### config.mk
export PLATFORM = sky130hd
export DESIGN_NAME = mem_wb_stage
export DESIGN_NICKNAME = d
export VERILOG_FILES = /design/src/rtl/mem_wb_stage_pkg.sv /design/src/rtl/mem_wb_stage_load_align.sv /design/src/rtl/mem_wb_stage.sv
export SDC_FILE = /design/constraint.sdc
export NUM_CORES = 1
export LEC_CHECK = 0
export CAP_MARGIN = 0
export CORE_ASPECT_RATIO = 0.75
export CORE_MARGIN = 2
export CORE_UTILIZATION = 45
export CTS_CLUSTER_SIZE = 10
export DETAILED_ROUTE_END_ITERATION = 7
export GPL_ROUTABILITY_DRIVEN = 1
export PLACE_DENSITY = 0.79
export SETUP_SLACK_MARGIN = 0.2
export SLEW_MARGIN = 20
export SYNTH_ARGS = -nofsm -noshare
export SYNTH_HDL_FRONTEND = slang
export SYNTH_HIERARCHICAL = 1
export SYNTH_SLANG_ARGS = --single-unit
### constraint.sdc
create_clock -name clk -period 2.65 [get_ports clk]
set_input_delay 0.3975 -clock clk [delete_from_list [all_inputs] [get_ports clk]]
set_output_delay 0.3975 -clock clk [all_outputs]
set_load 0.01 [all_outputs]
### src/rtl/mem_wb_stage_pkg.sv
// Shared types, widths and funct3 load/store encodings for the memory/writeback stage.
package mem_wb_stage_pkg;

  localparam int unsigned DATA_W = 32;
  localparam int unsigned ADDR_W = 32;
  localparam int unsigned RD_W   = 5;
  localparam int unsigned STRB_W = 4;

  localparam logic [2:0] F3_LB  = 3'b000;
  localparam logic [2:0] F3_LH  = 3'b001;
  localparam logic [2:0] F3_LW  = 3'b010;
  localparam logic [2:0] F3_LBU = 3'b100;
  localparam logic [2:0] F3_LHU = 3'b101;
  localparam logic [2:0] F3_SB  = 3'b000;
  localparam logic [2:0] F3_SH  = 3'b001;
  localparam logic [2:0] F3_SW  = 3'b010;

  typedef enum logic [1:0] {
    SZ_B,
    SZ_H,
    SZ_W
  } size_e;

  // Data-memory request payload as driven onto the req/ack port.
  typedef struct packed {
    logic              we;
    logic [ADDR_W-1:0] addr;
    logic [DATA_W-1:0] wdata;
    logic [STRB_W-1:0] wstrb;
  } mem_bus_t;

  // Access size implied by funct3; unlisted encodings behave as a word.
  function automatic size_e f3_size(input logic [2:0] f3);
    case (f3)
      F3_LB, F3_LBU: f3_size = SZ_B;
      F3_LH, F3_LHU: f3_size = SZ_H;
      F3_LW:         f3_size = SZ_W;
      default:       f3_size = SZ_W;
    endcase
  endfunction

endpackage

### src/rtl/mem_wb_stage_load_align.sv
// Load data alignment: selects the addressed byte/half of the read word and extends it.
module mem_wb_stage_load_align
  import mem_wb_stage_pkg::*;
(
  input  logic [2:0]        i_funct3,
  input  logic [1:0]        i_lane,
  input  logic [DATA_W-1:0] i_rdata,
  output logic [DATA_W-1:0] o_data_c
);

  logic [7:0]  w_byte;
  logic [15:0] w_half;

  always_comb begin
    w_byte   = i_rdata[{i_lane, 3'b000} +: 8];
    w_half   = i_lane[1] ? i_rdata[31:16] : i_rdata[15:0];
    o_data_c = i_rdata;
    case (i_funct3)
      F3_LB:   o_data_c = {{24{w_byte[7]}}, w_byte};
      F3_LBU:  o_data_c = {24'd0, w_byte};
      F3_LH:   o_data_c = {{16{w_half[15]}}, w_half};
      F3_LHU:  o_data_c = {16'd0, w_half};
      default: o_data_c = i_rdata;
    endcase
  end

endmodule

### src/rtl/mem_wb_stage.sv
// Memory-access + writeback stage feeding the register-file write port.
// Optional MISALIGN_CHECK_EN adds misalign_err and suppresses misaligned accesses.
module mem_wb_stage
  import mem_wb_stage_pkg::*;
#(
  parameter int unsigned DATA_WIDTH = DATA_W,
  parameter int unsigned ADDR_WIDTH = ADDR_W,
  parameter int unsigned RD_WIDTH   = RD_W
) (
  input  logic                  clk,
  input  logic                  rst,
  input  logic                  valid_in,
  output logic                  ready_in,
  input  logic                  is_load,
  input  logic                  is_store,
  input  logic [2:0]            funct3,
  input  logic [DATA_WIDTH-1:0] alu_result,
  input  logic [DATA_WIDTH-1:0] store_data,
  input  logic [RD_WIDTH-1:0]   rd_in,
  input  logic                  regwrite_in,
  output logic                  mem_req,
  output logic                  mem_we,
  output logic [ADDR_WIDTH-1:0] mem_addr,
  output logic [DATA_WIDTH-1:0] mem_wdata,
  output logic [3:0]            mem_wstrb,
  input  logic                  mem_ack,
  input  logic [DATA_WIDTH-1:0] mem_rdata,
`ifdef MISALIGN_CHECK_EN
  output logic                  misalign_err,
`endif
  output logic                  regwrite,
  output logic [RD_WIDTH-1:0]   rd,
  output logic [DATA_WIDTH-1:0] write_data
);

  typedef enum logic [1:0] {
    ST_IDLE,
    ST_MEM,
    ST_WB
  } state_e;

  state_e              r_state, w_state;
  logic                r_ready, w_ready;
  logic                r_mem_req, w_mem_req;
  mem_bus_t            r_bus, w_bus, w_req_bus;
  logic                r_regwrite, w_regwrite;
  logic [RD_W-1:0]     r_rd, w_rd;
  logic [DATA_W-1:0]   r_wdata, w_wdata;
  logic [2:0]          r_funct3, w_funct3;
  logic [1:0]          r_lane, w_lane;
  logic [RD_W-1:0]     r_pend_rd, w_pend_rd;
  logic                r_pend_rw, w_pend_rw;
  logic [DATA_W-1:0]   w_load_data;
  logic                w_accept;
  logic                w_misaligned;

  assign w_accept = (r_state == ST_IDLE) && valid_in && r_ready;

`ifdef MISALIGN_CHECK_EN
  logic r_misalign_err, w_misalign_err;

  assign w_misaligned = ((f3_size(funct3) == SZ_H) && alu_result[0]) ||
                        ((f3_size(funct3) == SZ_W) && (alu_result[1:0] != 2'b00));
  assign w_misalign_err = w_accept && (is_load || is_store) && w_misaligned;
  assign misalign_err   = r_misalign_err;
`else
  assign w_misaligned = 1'b0;
`endif

  // Request payload for the instruction being offered this cycle.
  always_comb begin
    w_req_bus.we    = is_store;
    w_req_bus.addr  = {alu_result[ADDR_W-1:2], 2'b00};
    w_req_bus.wdata = store_data;
    w_req_bus.wstrb = '0;
    if (is_store) begin
      case (funct3)
        F3_SB: begin
          w_req_bus.wdata = {4{store_data[7:0]}};
          w_req_bus.wstrb = STRB_W'(4'b0001 << alu_result[1:0]);
        end
        F3_SH: begin
          w_req_bus.wdata = {2{store_data[15:0]}};
          w_req_bus.wstrb = STRB_W'(4'b0011 << {alu_result[1], 1'b0});
        end
        F3_SW:   w_req_bus.wstrb = '1;
        default: w_req_bus.wstrb = '1;
      endcase
    end
  end

  mem_wb_stage_load_align u_load_align (
    .i_funct3 (r_funct3),
    .i_lane   (r_lane),
    .i_rdata  (mem_rdata),
    .o_data_c (w_load_data)
  );

  always_comb begin
    w_state    = r_state;
    w_ready    = r_ready;
    w_mem_req  = r_mem_req;
    w_bus      = r_bus;
    w_regwrite = 1'b0;
    w_rd       = r_rd;
    w_wdata    = r_wdata;
    w_funct3   = r_funct3;
    w_lane     = r_lane;
    w_pend_rd  = r_pend_rd;
    w_pend_rw  = r_pend_rw;
    case (r_state)
      ST_IDLE: begin
        if (w_accept) begin
          if (is_load || is_store) begin
            if (!w_misaligned) begin
              w_state   = ST_MEM;
              w_ready   = 1'b0;
              w_mem_req = 1'b1;
              w_bus     = w_req_bus;
              w_funct3  = funct3;
              w_lane    = alu_result[1:0];
              w_pend_rd = rd_in;
              w_pend_rw = regwrite_in;
            end
          end else begin
            w_regwrite = regwrite_in && (rd_in != '0);
            if (w_regwrite) begin
              w_rd    = rd_in;
              w_wdata = alu_result;
            end
          end
        end
      end
      ST_MEM: begin
        if (mem_ack) begin
          w_mem_req = 1'b0;
          if (r_bus.we) begin
            w_state = ST_IDLE;
            w_ready = 1'b1;
          end else begin
            // Writeback pulse lands in the WB cycle, one after the ack.
            w_state    = ST_WB;
            w_regwrite = r_pend_rw && (r_pend_rd != '0);
            if (w_regwrite) begin
              w_rd    = r_pend_rd;
              w_wdata = w_load_data;
            end
          end
        end
      end
      ST_WB: begin
        w_state = ST_IDLE;
        w_ready = 1'b1;
      end
      default: begin
        w_state = ST_IDLE;
        w_ready = 1'b1;
      end
    endcase
  end

  always_ff @(posedge clk) begin
    if (rst) begin
      r_state    <= ST_IDLE;
      r_ready    <= 1'b1;
      r_mem_req  <= 1'b0;
      r_bus      <= '0;
      r_regwrite <= 1'b0;
      r_rd       <= '0;
      r_wdata    <= '0;
      r_funct3   <= '0;
      r_lane     <= '0;
      r_pend_rd  <= '0;
      r_pend_rw  <= 1'b0;
    end else begin
      r_state    <= w_state;
      r_ready    <= w_ready;
      r_mem_req  <= w_mem_req;
      r_bus      <= w_bus;
      r_regwrite <= w_regwrite;
      r_rd       <= w_rd;
      r_wdata    <= w_wdata;
      r_funct3   <= w_funct3;
      r_lane     <= w_lane;
      r_pend_rd  <= w_pend_rd;
      r_pend_rw  <= w_pend_rw;
    end
  end

`ifdef MISALIGN_CHECK_EN
  always_ff @(posedge clk) begin
    if (rst) r_misalign_err <= 1'b0;
    else     r_misalign_err <= w_misalign_err;
  end
`endif

  assign ready_in   = r_ready;
  assign mem_req    = r_mem_req;
  assign mem_we     = r_bus.we;
  assign mem_addr   = r_bus.addr;
  assign mem_wdata  = r_bus.wdata;
  assign mem_wstrb  = r_bus.wstrb;
  assign regwrite   = r_regwrite;
  assign rd         = r_rd;
  assign write_data = r_wdata;

endmodule

Word-level counts from Yosys, hierarchy flattened
Index checks and enable logic that the tools add are counted.
{"block": "word_totals", "register_bits": 120, "in_bits": 111, "output_inout_bits": 109, "elab_cells": 84}
{"block": "classes", "shifts": 3, "n_eq_ne": 13, "n_mux": 38, "reduce_logical": 16}
{"cell": "$mux W32", "n": 6}
{"cell": "$pmux W32 S2", "n": 2}
{"cell": "$pmux W32 S4", "n": 1}
{"cell": "$mux W36", "n": 1}
{"cell": "$shiftx A32 B6 Y8", "n": 1}
{"cell": "$mux W5", "n": 6}
{"cell": "$mux W16", "n": 1}
{"cell": "$ne A2 B2 Y1 const B", "n": 6}
{"cell": "$mux W1", "n": 11}
{"cell": "$pmux W5 S2", "n": 1}
{"cell": "$reduce_bool A5 Y1", "n": 2}
{"cell": "$mux W2", "n": 4}
{"cell": "$pmux W4 S2", "n": 1}
{"cell": "$reduce_and A4 Y1", "n": 2}
{"cell": "$reduce_and A7 Y1", "n": 1}
{"cell": "$eq A3 B1 Y1 const B", "n": 2}
{"cell": "$eq A3 B3 Y1 const B", "n": 2}
{"cell": "$logic_not A3 Y1", "n": 2}
{"cell": "$pmux W1 S2", "n": 3}
{"cell": "$reduce_and A3 Y1", "n": 2}
{"cell": "$logic_and A1 B1 Y1", "n": 4}
{"cell": "$ne A2 B1 Y1 const B", "n": 2}
{"cell": "$pmux W2 S2", "n": 1}
{"cell": "$shl A1 B2 Y4 const A", "n": 1}
{"cell": "5 further kinds", "n": 5}

Depth between registers and ports, before layout
{"block": "logic_depth", "ltp_word": 6, "ltp_mapped": 8, "ltp_nobuf": 6}

Cells and area by module
Netlist, hierarchy kept.
{"mod": "mem_wb_stage", "cells_each": 641, "n_inst": 1, "seq_area_each_um2": 2402.3, "area_each_um2": 5183.7}
{"mod": "mem_wb_stage_load_align", "cells_each": 111, "n_inst": 1, "seq_area_each_um2": 0.0, "area_each_um2": 720.7}

Worst setup path before layout
OpenSTA, ideal clock, no wires.
{"block": "synth_timing", "kind": "reg2reg", "from": "register r_lane[0]", "to": "register r_wdata[18] (netlist: write_data[18])", "setup_slack_ps": 542, "stages_incl_launch_ff": 9, "period_less_slack_ps": 2108, "setup_ps": 123, "arrival_time_ps": 1985, "required_time_ps": 2527, "path_buffers": 2, "cell_sequence": "dfxtp_1 -> buf_6 -> mux4_2 -> a221oi_4 -> buf_6 -> a21oi_1 -> nand2_1 -> a21oi_1 -> mux2_1"}
{"block": "synth_via", "elab_chain_cells": 6}
{"element": "start, declared", "line": "mem_wb_stage.sv:50", "source": "logic [1:0] r_lane, w_lane;"}
{"element": "start signal, assigned", "line": "mem_wb_stage.sv:184", "source": "r_lane <= w_lane;"}
{"element": "$shiftx A32 B6 Y8", "line": "mem_wb_stage_load_align.sv:15", "source": "w_byte = i_rdata[{i_lane, 3'b000} +: 8];"}
{"element": "$pmux W32 S4", "line": "mem_wb_stage_load_align.sv:18", "source": "case (i_funct3)"}
{"element": "named net w_load_data[18]", "line": "mem_wb_stage.sv:53", "source": "logic [DATA_W-1:0] w_load_data;"}
{"element": "$mux W32", "line": "mem_wb_stage.sv:144", "source": "if (w_regwrite) begin"}
{"element": "$mux W32", "line": "mem_wb_stage.sv:137", "source": "if (r_bus.we) begin"}
{"element": "$mux W32", "line": "mem_wb_stage.sv:135", "source": "if (mem_ack) begin"}
{"element": "$pmux W32 S2", "line": "mem_wb_stage.sv:111", "source": "case (r_state)"}
{"element": "end signal, assigned", "line": "mem_wb_stage.sv:182", "source": "r_wdata <= w_wdata;"}
{"element": "end, declared", "line": "mem_wb_stage.sv:48", "source": "logic [DATA_W-1:0] r_wdata, w_wdata;"}
The timed path passes the listed nets, and every way through them passes these cells. The select of a mux whose other input is x is not followed.
A chain may end at the register's enable or synchronous reset.

Worst setup path in the final report
{"block": "layout_timing", "from": "input port rd_in[4]", "to": "register r_wdata[4] (netlist: write_data[4])"}
{"block": "layout_via", "elab_chain_cells": 4}
{"element": "start, declared", "line": "mem_wb_stage.sv:19", "source": "input logic [RD_WIDTH-1:0] rd_in,"}
{"element": "$reduce_bool A5 Y1", "line": "mem_wb_stage.sv:126", "source": "w_regwrite = regwrite_in && (rd_in != '0);"}
{"element": "$logic_and A1 B1 Y1", "line": "mem_wb_stage.sv:126"}
{"element": "$ne A2 B1 Y1 (no line)"}
{"element": "$reduce_and A7 Y1 (no line)"}
No other way between the ends.

==> impl_metrics.yaml <==
status:
  outcome: "finished clean"
global_route:
  grt_overflow: 0
  antenna_found_initial: 0
  grt_usage_pct: 26.5
  grt_max_degree: 58
  grt_pass1_vias: 5500
  grt_pass1_wl_um: 28900
sta:
  maxSlewViolCount: 0
  fin_setup_tns_ns: 0
  max_freq_mhz: 464
  rsz0062_at_grt: "false"
  slew-limit-headroom_pct: 38.3
  skew_ns: 0.00717
  hold_viol: 0
  worst_slack_ns: 0.495
  max_slew.worst_pin.slew_ns: 0.926
  final.min_clock_period_ns: 2.15
  fin_crit_sh_pct: 81.3
  setup_violations: 0
setup_path:
  slowest_stage: "clkdlybuf4s50_1"
  worst_r2r_endpoint: "write_data[6]"
  reg2reg_from: "r_lane[0]"
  worstPathRequired_ns: 2.94
  worstPathArrival_ns: 2.45
  r2r_slack_ns: 0.52
  endpoint_kind: "flip-flop"
  cp-start-kind: "primary input"
  max_stage_delay_ns: 0.45
  criticalPathCategory: "primary input to flip-flop"
  worstPathCellList: "clkdlybuf4s50_1, or3_1, o311a_1, o2111ai_4, buf_12, mux2_2"
  path_delay_family: "buffers and inverters"
  worstPathMaxFanout: 38
  path_depth: 6
  crit_buf_inv: 2
  reg2reg_depth: 7
  cp-startpoint: "rd_in[4]"
placed_design:
  post-place-ws_ns: 0.107
  hpwl_um: 13200
  dpl.cell_count: 1102
  globalplace.congestion: 0.948
  port_buffers: 217
  dpl_cell_area_um2: 8260
yosys:
  synth.avg_cell_area_um2: 7.85
  synth_area_leaders: "dfxtp_1, nand2_1, a21oi_1"
  synthFlopType: "dfxtp_1"
  async_flop_share_pct: 0
  synth_top_area_cell: "dfxtp_1"
  syn_area_um2: 5900
  syn_inst: 752
  yosysUniqueCellTypes: 45
  synth_top_area_share_pct: 40.7
  ys_ff_latch: 120
  ys_seq_area_share_pct: 40.7
  yosysWarnings: 6
  synth-edff-count: 0
routing:
  wl_per_cell_um: 16.5
  dr_total_vias: 5928
  drt.antenna.violating_nets: 0
  first_pass_iters: 6
  routed_wl_um: 18700
  drt_iter0_drc: 437
  vias_per_cell: 5.23
  drcViolationCount: 0
clocking:
  clock_sinks: 120
  cts_hold_buffers: 0
  numCtsBuffers: 17
  cts_root_buf: "clkbuf_16"
  htree_levels: 4
  insertion_delay_ns: 0.41
  cts.clk_slew.worst_paths_ns: 0.06
  cts_setup_buffers: 0
  cts_tree: "built"
  cts_resized: 0
  clockBufferDepth: 2
power:
  p_sw_w: 0.00150
  internal-power_w: 0.00393
  sw_frac_of_total_pct: 27.7
  power_density_nw_per_um2: 615
  power.leakage_nw: 3.41
  combinationalPowerShare_pct: 21.9
  seqPwrFrac_pct: 36.8
  power_frac_clock_pct: 41.3
  max-vdd-ir-drop_v: 0.000496
cells_and_area:
  multi_input_area_um2: 3180
  final.fill_count: 1093
  final_cells: 1133
  final_design_area_no_fill_um2: 8830
  regArea_um2: 2400
  layout-drive-gt1-share_pct: 8.52
  num-nets-final: 1061
  area.growth.synth_to_final_pct: 49.6
  diodes: 0
flow_run:
  cap_violations: 0
die:
  dieArea_um2: 14100
  die_x_um: 136
  pin_count: 220
  die_y_um: 103
  core.rowCount: 36
  fp.coreArea_um2: 12900
  start_util_pct: 45.8
worst_hold_path:
  min_from: "rst"
  min_to: "mem_addr[16]"
  min_path_type: "primary input to flip-flop"
  holdPathStages: 2
==> area by class of cell <==
type,instances,share of cell area (%)
clock buffers,20,5.06
clock inverters,11,1.42
inverters,20,0.850
multi-input cells,553,36.0
flip-flops and latches,120,27.2
well taps,171,2.42
repair buffers,238,27.1
==> power by group through the flow <==
stage | sequential (W) | clock [W] | combinational [W]
after global routing | 0.00201 | 0.00235 | 0.00130
final | 0.00200 | 0.00225 | 0.00119
after floorplan | 0.00208 | 0 | 0.000557
after CTS | 0.00200 | 0.00227 | 0.00119
after global placement | 0.00203 | 0 | 0.00117
after detailed placement | 0.00204 | 0 | 0.00118
==> worst register-to-register path: stages, from the launching register on <==
cell	delay (ns)
dfxtp_1	0.34
buf_4	0.17
nor2b_1	0.16
o21ai_0	0.72
a221o_1	0.31
nand2_1	0.09
a21oi_1	0.14
mux2_2	0.15
==> Yosys cell counts, types with 4 or more instances <==
cell	n
nand2_1	204
a21oi_1	123
mux2i_1	22
dfxtp_1	120
o21ai_0	13
a211oi_1	8
mux2_2	22
inv_1	20
a221o_1	6
clkbuf_1	44
nor2_1	27
nor2b_1	45
mux2_1	19
o22a_1	4
o211ai_1	16
a22oi_1	8
buf_6	4
buf_1	6
==> cells by family (layout without fill, tap and decap cells) <==
group	count (synthesis)	count (layout)	synth area share, %
other cells	1	2	0.0635
flops	120	120	40.7
simple gates	294	294	21.6
compound gates	193	193	19.8
buf+inv	80	289	6.02
mux	64	64	11.9
==> registers in the layout, summed over array words and instances (netlist names) <==
register    cells
regwrite        1
r_pend_rw       1
mem_addr       30
write_data     32
r_state         2
r_funct3        3
mem_wstrb       4
r_pend_rd       5
rd              5
r_lane          2
ready_in        1
mem_req         1
mem_we          1
mem_wdata      32
==> worst max path at each step <==
| stage | slack (ns) | end |
|---|---|---|
| finish | 0.50 | write_data[4] |
| global route | 0.43 | write_data[6] |
| CTS | 0.51 | write_data[4] |
| detailed placement | 0.11 | write_data[3] |
| global placement | 0.14 | write_data[6] |
| floorplan | 0.54 | write_data[18] |
==> metal layers <==
layer / wire [um] / share of wire (%) / GRT usage, % / vias up
met5: 0 / 0 / 0 / -
met4: 306 / 1.6 / 10.0 / 0
met3: 1220 / 6.5 / 5.90 / 24
met2: 8320 / 44 / 40.1 / 188
met1: 8870 / 47 / 37.0 / 2771
li1: - / - / - / 2945
==> through the flow <==
step | hold WS (ns) | utilization, % | total power, W
2_1_floorplan | 0.437 | - | 0.00263
3_3_place_gp | 0.438 | 64.1 | 0.00320
3_5_place_dp | 0.444 | 64.1 | 0.00321
4_1_cts | 0.398 | 68.6 | 0.00545
5_1_grt | 0.418 | 68.6 | 0.00566
6_report | 0.410 | 68.6 | 0.00544
==> placed cells by master, fill, tap and decap left out, drive strengths merged, types with 3 or more instances in the layout <==
master and count:
o221ai 3, buf 22, nor2b 45, o211ai 16, a21o 3, clkinvlp 5
dfxtp 120, clkinv 3, inv 21, mux2i 22, nand2 204, a221o 6
mux2 41, clkbuf 20, nor2 27, o22a 4, clkdlybuf4s50 216, o21ai 13
nor3 4, a22oi 8, a211oi 8, a21oi 123
Note: power is estimated with default switching activity, not from simulation.
